File: config.mk
export PLATFORM = sky130hd
export DESIGN_NAME = hazard_ctrl
export DESIGN_NICKNAME = d
export VERILOG_FILES = /design/src/rtl/hazard_ctrl.sv
export SDC_FILE = /design/constraint.sdc
export NUM_CORES = 1
export LEC_CHECK = 0
export CAP_MARGIN = 20
export CORE_MARGIN = 2
export CORE_UTILIZATION = 47
export CTS_CLUSTER_DIAMETER = 30
export DETAILED_ROUTE_END_ITERATION = 7
export PLACE_DENSITY = 0.87
export SYNTH_ARGS = -nofsm -noshare
export SYNTH_HDL_FRONTEND = slang
export SYNTH_SLANG_ARGS = --single-unit
File: constraint.sdc
create_clock -name clk -period 2.6 [get_ports clk]
set_input_delay 0.39 -clock clk [delete_from_list [all_inputs] [get_ports clk]]
set_output_delay 0.39 -clock clk [all_outputs]
set_load 0.05 [all_outputs]
File: src/rtl/hazard_ctrl.sv
// hazard_ctrl: pipeline hazard controller for a 5-stage in-order core.
// Detects data-memory wait states, EX-stage redirects and load-use hazards
// and drives the PC / IF_ID / ID_EX / EX_MEM stall and flush controls.
// A watchdog moves the controller into a FAULT state if a single memory
// access waits too long; only rst leaves FAULT.
//
// Ports:
//   clk, rst            - clock, synchronous active-high reset
//   id_rs1, id_rs2      - source registers of the instruction in ID
//   id_uses_rs2         - ID instruction reads rs2
//   ex_rd, ex_reg_write - destination / write enable held in ID_EX
//   ex_result_sel       - ID_EX result select (2'b01 = load)
//   ex_redirect         - taken branch / jump resolved in EX
//   mem_req, mem_ready  - data-memory access in MEM and its completion
//   stall_*, flush_*    - pipeline controls (combinational)
//   mem_timeout_err     - sticky timeout flag
//   stall_cnt           - saturating count of cycles with stall_pc high
//   state               - FSM state: 00 RUN, 01 MEM_WAIT, 10 FAULT
module hazard_ctrl #(
  parameter int unsigned MEM_TIMEOUT = 64,
  parameter int unsigned CNT_W       = 16
) (
  input  logic             clk,
  input  logic             rst,
  input  logic [4:0]       id_rs1,
  input  logic [4:0]       id_rs2,
  input  logic             id_uses_rs2,
  input  logic [4:0]       ex_rd,
  input  logic             ex_reg_write,
  input  logic [1:0]       ex_result_sel,
  input  logic             ex_redirect,
  input  logic             mem_req,
  input  logic             mem_ready,
  output logic             stall_pc,
  output logic             stall_if_id,
  output logic             flush_if_id,
  output logic             stall_id_ex,
  output logic             flush_id_ex,
  output logic             stall_ex_mem,
  output logic             mem_timeout_err,
  output logic [CNT_W-1:0] stall_cnt,
  output logic [1:0]       state
);

  localparam logic [1:0] ST_RUN      = 2'b00;
  localparam logic [1:0] ST_MEM_WAIT = 2'b01;
  localparam logic [1:0] ST_FAULT    = 2'b10;

  localparam logic [7:0]       TIMEOUT = MEM_TIMEOUT[7:0];
  localparam logic [CNT_W-1:0] CNT_ONE = 1;

  logic [1:0]       r_state, w_state_nxt;
  logic [7:0]       r_wait_cnt, w_wait_nxt, w_wait_inc;
  logic             r_err, w_err_nxt;
  logic [CNT_W-1:0] r_stall_cnt;
  logic             w_memwait, w_load_use;

  assign w_memwait  = mem_req & ~mem_ready;
  // Register x0 never carries a dependency.
  assign w_load_use = ex_reg_write & (ex_result_sel == 2'b01) & (ex_rd != 5'd0) &
                      ((ex_rd == id_rs1) | (id_uses_rs2 & (ex_rd == id_rs2)));
  assign w_wait_inc = r_wait_cnt + 8'd1;

  // Control outputs. The cycle MEM_WAIT ends decodes like RUN so a pending
  // redirect or load-use is acted on as soon as the memory wait clears.
  always_comb begin
    stall_pc     = 1'b0;
    stall_if_id  = 1'b0;
    flush_if_id  = 1'b0;
    stall_id_ex  = 1'b0;
    flush_id_ex  = 1'b0;
    stall_ex_mem = 1'b0;
    if (!rst) begin
      if (r_state == ST_FAULT || w_memwait) begin
        stall_pc     = 1'b1;
        stall_if_id  = 1'b1;
        stall_id_ex  = 1'b1;
        stall_ex_mem = 1'b1;
      end else if (ex_redirect) begin
        flush_if_id = 1'b1;
        flush_id_ex = 1'b1;
      end else if (w_load_use) begin
        // Hold PC and IF_ID, inject one bubble into ID_EX.
        stall_pc    = 1'b1;
        stall_if_id = 1'b1;
        flush_id_ex = 1'b1;
      end
    end
  end

  always_comb begin
    w_state_nxt = r_state;
    w_wait_nxt  = r_wait_cnt;
    w_err_nxt   = r_err;
    case (r_state)
      ST_RUN: begin
        if (w_memwait) begin
          w_state_nxt = ST_MEM_WAIT;
          w_wait_nxt  = 8'd1;
        end
      end
      ST_MEM_WAIT: begin
        if (w_memwait) begin
          w_wait_nxt = w_wait_inc;
          if (w_wait_inc == TIMEOUT) begin
            w_state_nxt = ST_FAULT;
            w_err_nxt   = 1'b1;
          end
        end else begin
          w_state_nxt = ST_RUN;
          w_wait_nxt  = 8'd0;
        end
      end
      ST_FAULT: begin
        w_err_nxt = 1'b1;
      end
      default: begin
        w_state_nxt = ST_RUN;
        w_wait_nxt  = 8'd0;
      end
    endcase
  end

  always_ff @(posedge clk) begin
    if (rst) begin
      r_state     <= ST_RUN;
      r_wait_cnt  <= 8'd0;
      r_err       <= 1'b0;
      r_stall_cnt <= '0;
    end else begin
      r_state    <= w_state_nxt;
      r_wait_cnt <= w_wait_nxt;
      r_err      <= w_err_nxt;
      if (stall_pc && (r_stall_cnt != '1)) begin
        r_stall_cnt <= r_stall_cnt + CNT_ONE;
      end
    end
  end

  assign mem_timeout_err = r_err;
  assign stall_cnt       = r_stall_cnt;
  assign state           = r_state;

endmodule

==> After elaboration in Yosys (flattened, before gate mapping) <==
Cells that the tools add are included.
W data, S select, Z words.
{ "classes": {"n_addsub": 2, "eq_ne": 11, "muxes": 22, "bitwise": 8, "n_reduce_logical": 8} }
{ "ops": {"columns": ["cell", "count"], "rows": [
  ["$pmux W8 S3", 1],
  ["$add A16 B1 Y16 const B", 1],
  ["$mux W8", 2],
  ["$ne A16 B16 Y1 const B", 1],
  ["$mux W1", 14],
  ["$eq A5 B5 Y1", 2],
  ["$add A8 B1 Y8 const B", 1],
  ["$eq A8 B7 Y1 const B", 1],
  ["$mux W2", 3],
  ["$ne A2 B2 Y1 const B", 3],
  ["$pmux W2 S3", 1],
  ["$reduce_and A3 Y1", 2],
  ["$and A1 B1 Y1", 5],
  ["$reduce_bool A5 Y1", 1],
  ["$eq A2 B1 Y1 const B", 2],
  ["$ne A3 B3 Y1 const B", 1],
  ["$eq A2 B2 Y1 const B", 1],
  ["$logic_not A2 Y1", 1],
  ["$not A1 Y1", 2],
  ["$pmux W1 S2", 1],
  ["$reduce_and A2 Y1", 1],
  ["$reduce_bool A2 Y1", 1],
  ["$logic_and A1 B1 Y1", 1],
  ["$logic_or A1 B1 Y1", 1],
  ["$or A1 B1 Y1", 1]
]} }
{ "word_totals": {"regBits": 27, "input_bits": 24, "out_inout_bits": 25, "wordCells": 55} }

==> Logic depth before layout (Yosys ltp) <==
Gate-level depths: netlist of run 1.
{ "logic_depth": {"ltp_word": 9, "ltp_mapped": 8, "depth_no_buf": 7} }

==> Worst setup path after synthesis of run 1 <==
No wires, ideal clock.
{ "synth_path": {"path_kind": "input port to output port", "start": "input ex_rd[3]", "end": "output stall_pc", "arrival_ns": 2.568, "setup_slack_ns": -0.358, "stages": 8, "cell_sequence": "xor2_1 -> nor4_2 -> a32oi_1 -> o31a_1 -> buf_6 -> buf_2 -> nor2_1 -> buf_4"} }
{ "synth_via": {"elab_chain_cells": 8, "word_cells_on_any_way": 11, "cone_classes": "eq/ne: 2; mux: 4; bitwise: 4; reduce/logical: 1"} }
{ "synth_rtl": {"columns": ["item", "line_no", "text"], "rows": [
  ["start: declaration", "28", "input logic [4:0] ex_rd,"],
  ["$eq A5 B5 Y1", "61", "((ex_rd == id_rs1) | (id_uses_rs2 & (ex_rd == id_rs2)));"],
  ["$and A1 B1 Y1", "61", null],
  ["$or A1 B1 Y1", "61", null],
  ["$and A1 B1 Y1 *", "60", "assign w_load_use = ex_reg_write & (ex_result_sel == 2'b01) & (ex_rd != 5'd0) &"],
  ["$mux W1 * (4 in series)", null, null],
  ["end: declaration", "34", "output logic stall_pc,"]
]} }
Mark *: on every way between the ends. The rest lies on a longest branch, timed or not.

==> Worst setup path in the final report of run 1 <==
{ "layout_path": {"start": "input ex_rd[2]", "end": "output stall_pc"} }
{ "layout_via": {"elab_chain_cells": 8, "word_cells_on_any_way": 11, "cone_classes": "eq/ne: 2; mux: 4; bitwise: 4; reduce/logical: 1"} }
{ "layout_rtl": {"columns": ["item", "line_no", "text"], "rows": [
  ["$eq A5 B5 Y1", "61", null],
  ["$and A1 B1 Y1", "61", null],
  ["$or A1 B1 Y1", "61", null],
  ["$and A1 B1 Y1 *", "60", null],
  ["$mux W1 *", "82", "end else if (w_load_use) begin"],
  ["$mux W1 *", "79", "end else if (ex_redirect) begin"],
  ["$mux W1 *", "74", "if (r_state == ST_FAULT || w_memwait) begin"],
  ["$mux W1 *", "73", "if (!rst) begin"]
]} }
Marked as above.

==> results.md, run 1 <==
* Synth Flop Type: dfxtp_1
* Syn Inst Count at 207
* Area share of the largest cell type after synthesis at 32.38%
* Worst slew pin tran at 0.5029 ns
* Worst EP arrival at 2.17 ns
* GP Congestion at 0.8038
* Hold wc startpoint: mem_timeout_err$_SDFFE_PP0P_
* Max FO, Critical Path at 4
* Via/cell ratio at 5.675
* Leakage power at 0.7953 nW
* Count of final hold-check violations at 0
* Die Height at 63.59 microns
* Worst R2R Setup Slack at 0.38 ns
* Skew final at 0.007187 ns
* Clock Tree Root: clkbuf_4
* Setup WS post-layout at 0.04344 ns
* Layout cell share with drive strength beyond 1 at 10.55%
* Initial Util at 49.63%
* First-pass GRT wire length at 7189 microns
* Vias in the first global route at 1651
* Placed Cells at 298
* Pre-CTS setup slack at -0.1488 ns
* Die area at 4044 sq um
* Hold buffer count at CTS at 0
* HP Class: flop to flop
* Buffers on Ports at 48
* WP data required at 2.21 ns
* WL final at 4153 microns
* Initial antenna violation count at 0
* Cell Pwr Density at 325.9 nW/um^2
* Final slew viol count at 0
* GRT Total Usage at 21.16%
* Antenna viol nets, final at 0
* Worst r2r src: stall_cnt[0]$_SDFFE_PP0P_
* Top-count cell post-synth: dfxtp_1
* CTS Buf Count at 3
* Fin crit period at 2.557 ns
* Rows at 21
* M3 GR Usage at 2.321%
* Finished Core Util at 68.71%
* Outcome: completed
* Syn Area/Cell at 8.063 sq um
* WL/cell at 13.75 microns
* Synth top cells by count: dfxtp_1 (27), nor2_1 (25), nand2_1 (17), a21oi_1 (13)
* Die Wd at 63.59 microns
* Gr busiest metal: met2
* Synth warnings at 0
* Area grow syn2layout at 38.46%
* IO Count at 49
* Syn Nets at 233
* Clk_lat worst skew at 0.32 ns
* Cell Area, Synth at 1669 sq um
* Path type of the worst setup path: input port to primary output
* Critical Path End Type: primary output
* Final nets at 283
* DR vias at 1714
* Post-DP HPWL at 3112 microns
* VDD IR-drop max at 203.9 uV
* Buf/Inv on CP at 2
* Grt ovf at 0
* Residual DRC at 0
* Synth area leader: dfxtp_1
* Worst setup SP type: input port
* CTS tree: done
* H-Tree Depth at 1
* Fmax at 0.3912 GHz
* N_diodes at 0
* Crit path cell chain: clkdlybuf4s50_1 -> or4_4 -> o21ai_4 -> o31a_1 -> nor2_4 -> buf_6
* Core area at 3363 sq um
* Largest net degree at the start of global routing at 29
* Met2 Usage GRT at 37.63%
* FF-to-FF End: stall_cnt[10]$_SDFFE_PP0P_
* Final setup fails at 0
* Clock Tree Buf Depth at 2
* Setup repair bufs after CTS at 0
* Reg2Reg Depth at 6
* Seq/Total Area, Yosys at 32.38%
* Non-Filler Instances at 302
* Max-cap violation count at 0
* DRT Pass-1 Iters at 5
* Clk slew on worst S/H paths at 0.14 ns
* Filler Cell Count at 298
* Top cells by area, synth: dfxtp_1 (32%), xor2_1 (6.3%), nor2_1 (5.6%)
* Post-synth ARST share at 0%
* Slowest-stage cell, CP: or4_4
* Netlist cell types at 48
* Initial drt markers at 101
* Final worst-path cycle share at 98.33%
* Met1 Track Usage GR at 27.59%
* Max_slew headroom at 66.37%
* # clock sinks at 27
* CP top delay family: buffers and inverters
* EDFF count, synth at 0
* WHS Endpoint: mem_timeout_err$_SDFFE_PP0P_
* Largest stage delay, worst path at 0.56 ns
* Flops & latches, synth at 27
* Hold Path Depth at 2
## logic make-up (layout without fill, tap and decap cells)
| kind of cell | count (synthesis) | after routing | synth area share (%) |
|---|---|---|---|
| AND/OR/NAND/NOR | 96 | 96 | 31.26 |
| AO/OA/AOI/OAI | 44 | 44 | 18.52 |
| flip-flops | 27 | 27 | 32.38 |
| buffers and inverters | 19 | 68 | 5.846 |
| XOR/XNOR | 15 | 15 | 7.871 |
| multiplexers | 4 | 4 | 2.624 |
| adder cells (fa/ha/maj) | 2 | 2 | 1.499 |
## report_power, final
group          leakage, nW  internal (mW)  switching, mW
sequential           0.218          0.417        0.00408
clock               0.0150         0.0600          0.121
combinational        0.562         0.0737         0.0774
total                0.795          0.550          0.203
## sequential cells by signal, summed over array words and instances (netlist names)
register	flops
r_wait_cnt	8
state	2
mem_timeout_err	1
stall_cnt	16
## tightest hold or removal path, cell delays in order, from the launching register on
cell     delay, ns
dfxtp_1       0.33
inv_1         0.05
a21oi_1       0.05
## metal layers
layer | vias to the layer above | share of wire, %
met3 | 2 | 3.4
met1 | 814 | 44
met4 | 0 | 0.51
met5 | - | 0
met2 | 38 | 52
li1 | 860 | -
## worst max-delay path by stage
stage                  start                         to  cells after the start
detailed placement  ex_rd[3]  stall_cnt[6]$_SDFFE_PP0P_                      8
CTS                 ex_rd[3]                flush_id_ex                      8
finish              ex_rd[2]                   stall_pc                      6
floorplan           ex_rd[3]                   stall_pc                      8
global placement    ex_rd[3]                stall_if_id                      7
global route        ex_rd[1]                stall_if_id                      6
## stage by stage
| stage | hold slack (ns) | area [sq um] | total power, mW | setup TNS [ns] |
|---|---|---|---|---|
| floorplan | 0.4760 | 1678 | 0.5039 | -0.07522 |
| global placement | 0.4376 | 2251 | 0.5725 | -0.5222 |
| detailed placement | 0.4426 | 2251 | 0.5752 | -1.117 |
| CTS | 0.4607 | 2281 | 0.7517 | 0 |
| global route | 0.4942 | 2311 | 0.7888 | -0.04508 |
| finish | 0.4569 | 2311 | 0.7530 | 0 |
## what timing repair did
item                                    in CTS  in global routing
gates resized for setup                      2                  8
pin swaps                                    0                  3
endpoints found under the setup margin       3                  3
## placed cells by master, fill, tap and decap left out, types with 3 or more instances in the layout
cell type / count
clkdlybuf4s50_1: 41
dfxtp_1: 27
nor2_1: 24
nand2_1: 17
a21oi_1: 13
xor2_1: 12
nand3_1: 12
buf_4: 9
inv_1: 6
or4_1: 6
nor3_1: 5
nor2b_1: 5
o22a_1: 4
o31ai_1: 4
nand4_1: 4
buf_12: 4
xnor2_1: 3
and2_1: 3
and4_1: 3
o41ai_1: 3
o311ai_0: 3
o21a_1: 3
clkbuf_4: 3
buf_6: 3
## area by class of cell
type | instances | area, sq um | share of cell area, %
Clock buffer | 4 | 26.28 | 1.137
Inverter | 6 | 22.52 | 0.9746
Multi-Input combinational cell | 161 | 1060 | 45.86
Sequential cell | 27 | 540.5 | 23.39
Tap cell | 46 | 57.56 | 2.491
Timing Repair Buffer | 58 | 604.3 | 26.15
(Power assumes the default switching activity.)
==> inputs of run 2 (changes only) <==
--- a/config.mk
+++ b/config.mk
@@ -7,10 +7,10 @@
 export LEC_CHECK = 0
 export CAP_MARGIN = 20
 export CORE_MARGIN = 2
-export CORE_UTILIZATION = 47
+export CORE_UTILIZATION = 43
 export CTS_CLUSTER_DIAMETER = 30
 export DETAILED_ROUTE_END_ITERATION = 7
-export PLACE_DENSITY = 0.87
+export PLACE_DENSITY = 0.84
 export SYNTH_ARGS = -nofsm -noshare
 export SYNTH_HDL_FRONTEND = slang
 export SYNTH_SLANG_ARGS = --single-unit
==> constraint.sdc (replaced) <==
create_clock -name clk -period 2.35 [get_ports clk]
set_input_delay 0.3525 -clock clk [delete_from_list [all_inputs] [get_ports clk]]
set_output_delay 0.3525 -clock clk [all_outputs]
set_load 0.05 [all_outputs]
==> run 2 against run 1 <==
Effect of this change:
- via count rose by 0.12%
- routed wire length shrank 1.2%
- worst hold slack got worse by 0.0018 ns
- register-to-register slack got worse by 0.03 ns
- core utilization is 5.1 points lower
- worst setup slack improved by 0.018 ns
- combinational power increased by 9%
- die area increased by 8.7%
- critical path type unchanged
==> results.md, run 2 (same netlist as run 1, synthesis figures left out) <==
* GRT Total Usage at 19.20% (-2.0 points)
* Pre-CTS setup slack at -0.3530 ns (-0.2042 ns)
* TNS Setup at 0 ns (unchanged)
* Clk pwr share at 30.7% (+6.6 points)
* Comb power frac at 18.1% (-2.0 points)
* Worst r2r src: stall_cnt[9]$_SDFFE_PP0P_
* Die area at 4396 sq um (+8.7%)
* Rows at 22 (+4.8%)
* Final setup fails at 0 (unchanged)
* Clock Tree Root: clkbuf_8
* Sequential fraction of design power at 51.2% (-4.7 points)
* Max-cap violation count at 0 (unchanged)
* Commonest non-fill, non-tap cell in the layout: clkdlybuf4s50_1
* Initial antenna violation count at 0 (unchanged)
* FF-to-FF End: stall_cnt[8]$_SDFFE_PP0P_
* Area grow syn2layout at 40.48%
* Max_slew headroom at 66.27% (-0.10 points)
* Layout cell share with drive strength beyond 1 at 12.69% (+2.1 points)
* Fin Hold WS at 0.4552 ns (-0.001764 ns)
* Die Height at 66.30 microns (+4.3%)
* Initial Util at 45.25% (-4.4 points)
* Die Wd at 66.30 microns (+4.3%)
* Switching power at 0.2479 mW (+22%)
* Core area at 3689 sq um (+9.7%)
* Commonest cells after routing, fill and taps aside: clkdlybuf4s50_1 (34), dfxtp_1 (27), nor2_1 (23)
* Cell Pwr Density at 386.7 nW/um^2 (+19%)
* Worst R2R Setup Slack at 0.35 ns (-0.03 ns)
* H-Tree Depth at 1 (unchanged)
* Vias in the first global route at 1501 (-9.1%)
* Slowest-stage cell, CP: o31a_1
* Fmax at 0.4369 GHz
* RSZ-0062 raised after global routing: false
* VDD IR-drop max at 242.7 uV (+19%)
* Final nets at 287 (+1.4%)
* GP Congestion at 0.7672 (-4.6%)
* Switching Share at 27.34% (+0.42 points)
* # clock sinks at 27 (unchanged)
* DRT Pass-1 Iters at 4 (-1)
* Setup WS post-layout at 0.06099 ns (+0.01755 ns)
* Clk_lat worst skew at 0.28 ns (-0.04 ns)
* Worst EP arrival at 1.94 ns (-0.23 ns)
* Hold Path Depth at 2 (unchanged)
* Buf/Inv on CP at 2 (unchanged)
* Clock Tree Buf Depth at 2 (unchanged)
* WL final at 4104 microns (-1.2%)
* Outcome: completed
* Total chip power at 0.9068 mW (+20%)
* Antenna viol nets, final at 0 (unchanged)
* Skew final at 0.006294 ns (-0.0008933 ns)
* CTS tree: done
* WHS Endpoint: mem_timeout_err$_SDFFE_PP0P_
* Via/cell ratio at 5.571 (-1.8%)
* Crit path cell chain: dlygate4sd2_1 -> xor2_1 -> nor4_2 -> a32oi_1 -> o31a_1 -> nor2_4 -> buf_6
* Leakage power at 0.8209 nW (+3.2%)
* Setup repair bufs after CTS at 0 (unchanged)
* Grt ovf at 0 (unchanged)
* Worst setup SP type: input port
* Initial drt markers at 96 (-5.0%)
* N_diodes at 0 (unchanged)
* First-pass GRT wire length at 6706 microns (-6.7%)
* Largest stage delay, worst path at 0.36 ns (-0.20 ns)
* Max FO, Critical Path at 4 (unchanged)
* Final worst-path cycle share at 97.40%
* Max reg flops at 16 (unchanged)
* CTS Buf Count at 3 (unchanged)
* Post-DP HPWL at 3085 microns (-0.85%)
* Worst slew pin tran at 0.5044 ns (+0.001496 ns)
* Reg2Reg Depth at 6 (unchanged)
* Path type of the worst setup path: input port to primary output
* DR vias at 1716 (+0.12%)
* Largest net degree at the start of global routing at 33 (+14%)
* Internal Power at 0.6589 mW (+20%)
* Count of final hold-check violations at 0 (unchanged)
* CP top delay family: compound AO/OA/AOI/OAI gates
* Fin crit period at 2.289 ns
* Clk slew on worst S/H paths at 0.10 ns (-0.04 ns)
* Critical Path End Type: primary output
* HP Class: flop to flop
* Residual DRC at 0 (unchanged)
* Buffers on Ports at 48 (unchanged)
* Hold wc startpoint: mem_timeout_err$_SDFFE_PP0P_
* Final slew viol count at 0 (unchanged)
* WP data required at 2.00 ns (-0.21 ns)
* IO Count at 49 (unchanged)
* WL/cell at 13.32 microns (-3.1%)
[run 2: cell count changes in the layout (fill, tap and decap cells not counted), sizes merged]
cell and change:
buf +4, clkbuf -1, clkdlybuf4s50 -7, clkinvlp +1
dlymetal6s2s -1, dlygate4sd2 +8
[run 2: worst reg2reg max path: cells and delay by family (launching register included)]
family / cells / cell delay [ns]
and+or+nand+nor: 5 / 1.20
DFF: 1 / 0.36
muxes: 1 / 0.35
[run 2: cell type report]
class,instances,area [sq um]
Fill cell,338,1344
Multi-Input combinational cell,161,1055
Timing Repair Buffer,62,618.1
Sequential cell,27,540.5
Tap cell,48,60.06
Clock buffer,3,41.29
Inverter,6,22.52
Clock inverter,1,7.507
[run 2: routing by layer]
layer | global-route usage (%) | up-vias | routed length (microns)
met5 | 0 | - | 0
met4 | 4.592 | 0 | 34
met3 | 3.237 | 2 | 146
met2 | 32.75 | 39 | 2057
met1 | 25.08 | 814 | 1866
li1 | - | 861 | -
[run 2: worst max path at each step]
stage / from / end / slack, ns / cells past startpoint
after floorplan: ex_rd[3] / stall_pc / -0.25 / 8
after global placement: ex_rd[3] / stall_cnt[14]$_SDFFE_PP0P_ / -0.27 / 8
after detailed placement: ex_rd[3] / stall_cnt[10]$_SDFFE_PP0P_ / -0.35 / 8
after CTS: ex_rd[2] / stall_if_id / 0.02 / 7
after global routing: ex_rd[3] / stall_pc / 0.004 / 7
final: ex_rd[2] / stall_if_id / 0.06 / 7
[run 2: what timing repair did]
action                                  CTS  global route
resized for setup                        14             0
hold buffers                              0             0
pin swaps                                 6             3
endpoints found under the setup margin    9             3
[run 2: power by group through the flow]
stage	Combinational, mW	Sequential [mW]	Clock [mW]
floorplan	0.0776	0.480	0
global placement	0.162	0.475	0
detailed placement	0.165	0.475	0
CTS	0.164	0.465	0.285
global route	0.176	0.466	0.308
finish	0.164	0.465	0.278
[run 2: metrics by stage]
step,util (%),instances,cell area [sq um]
after floorplan,-,207,1680
after global placement,61.97,304,2286
after detailed placement,61.97,304,2286
after CTS,63.57,308,2345
after global routing,63.57,308,2345
final,63.57,308,2345
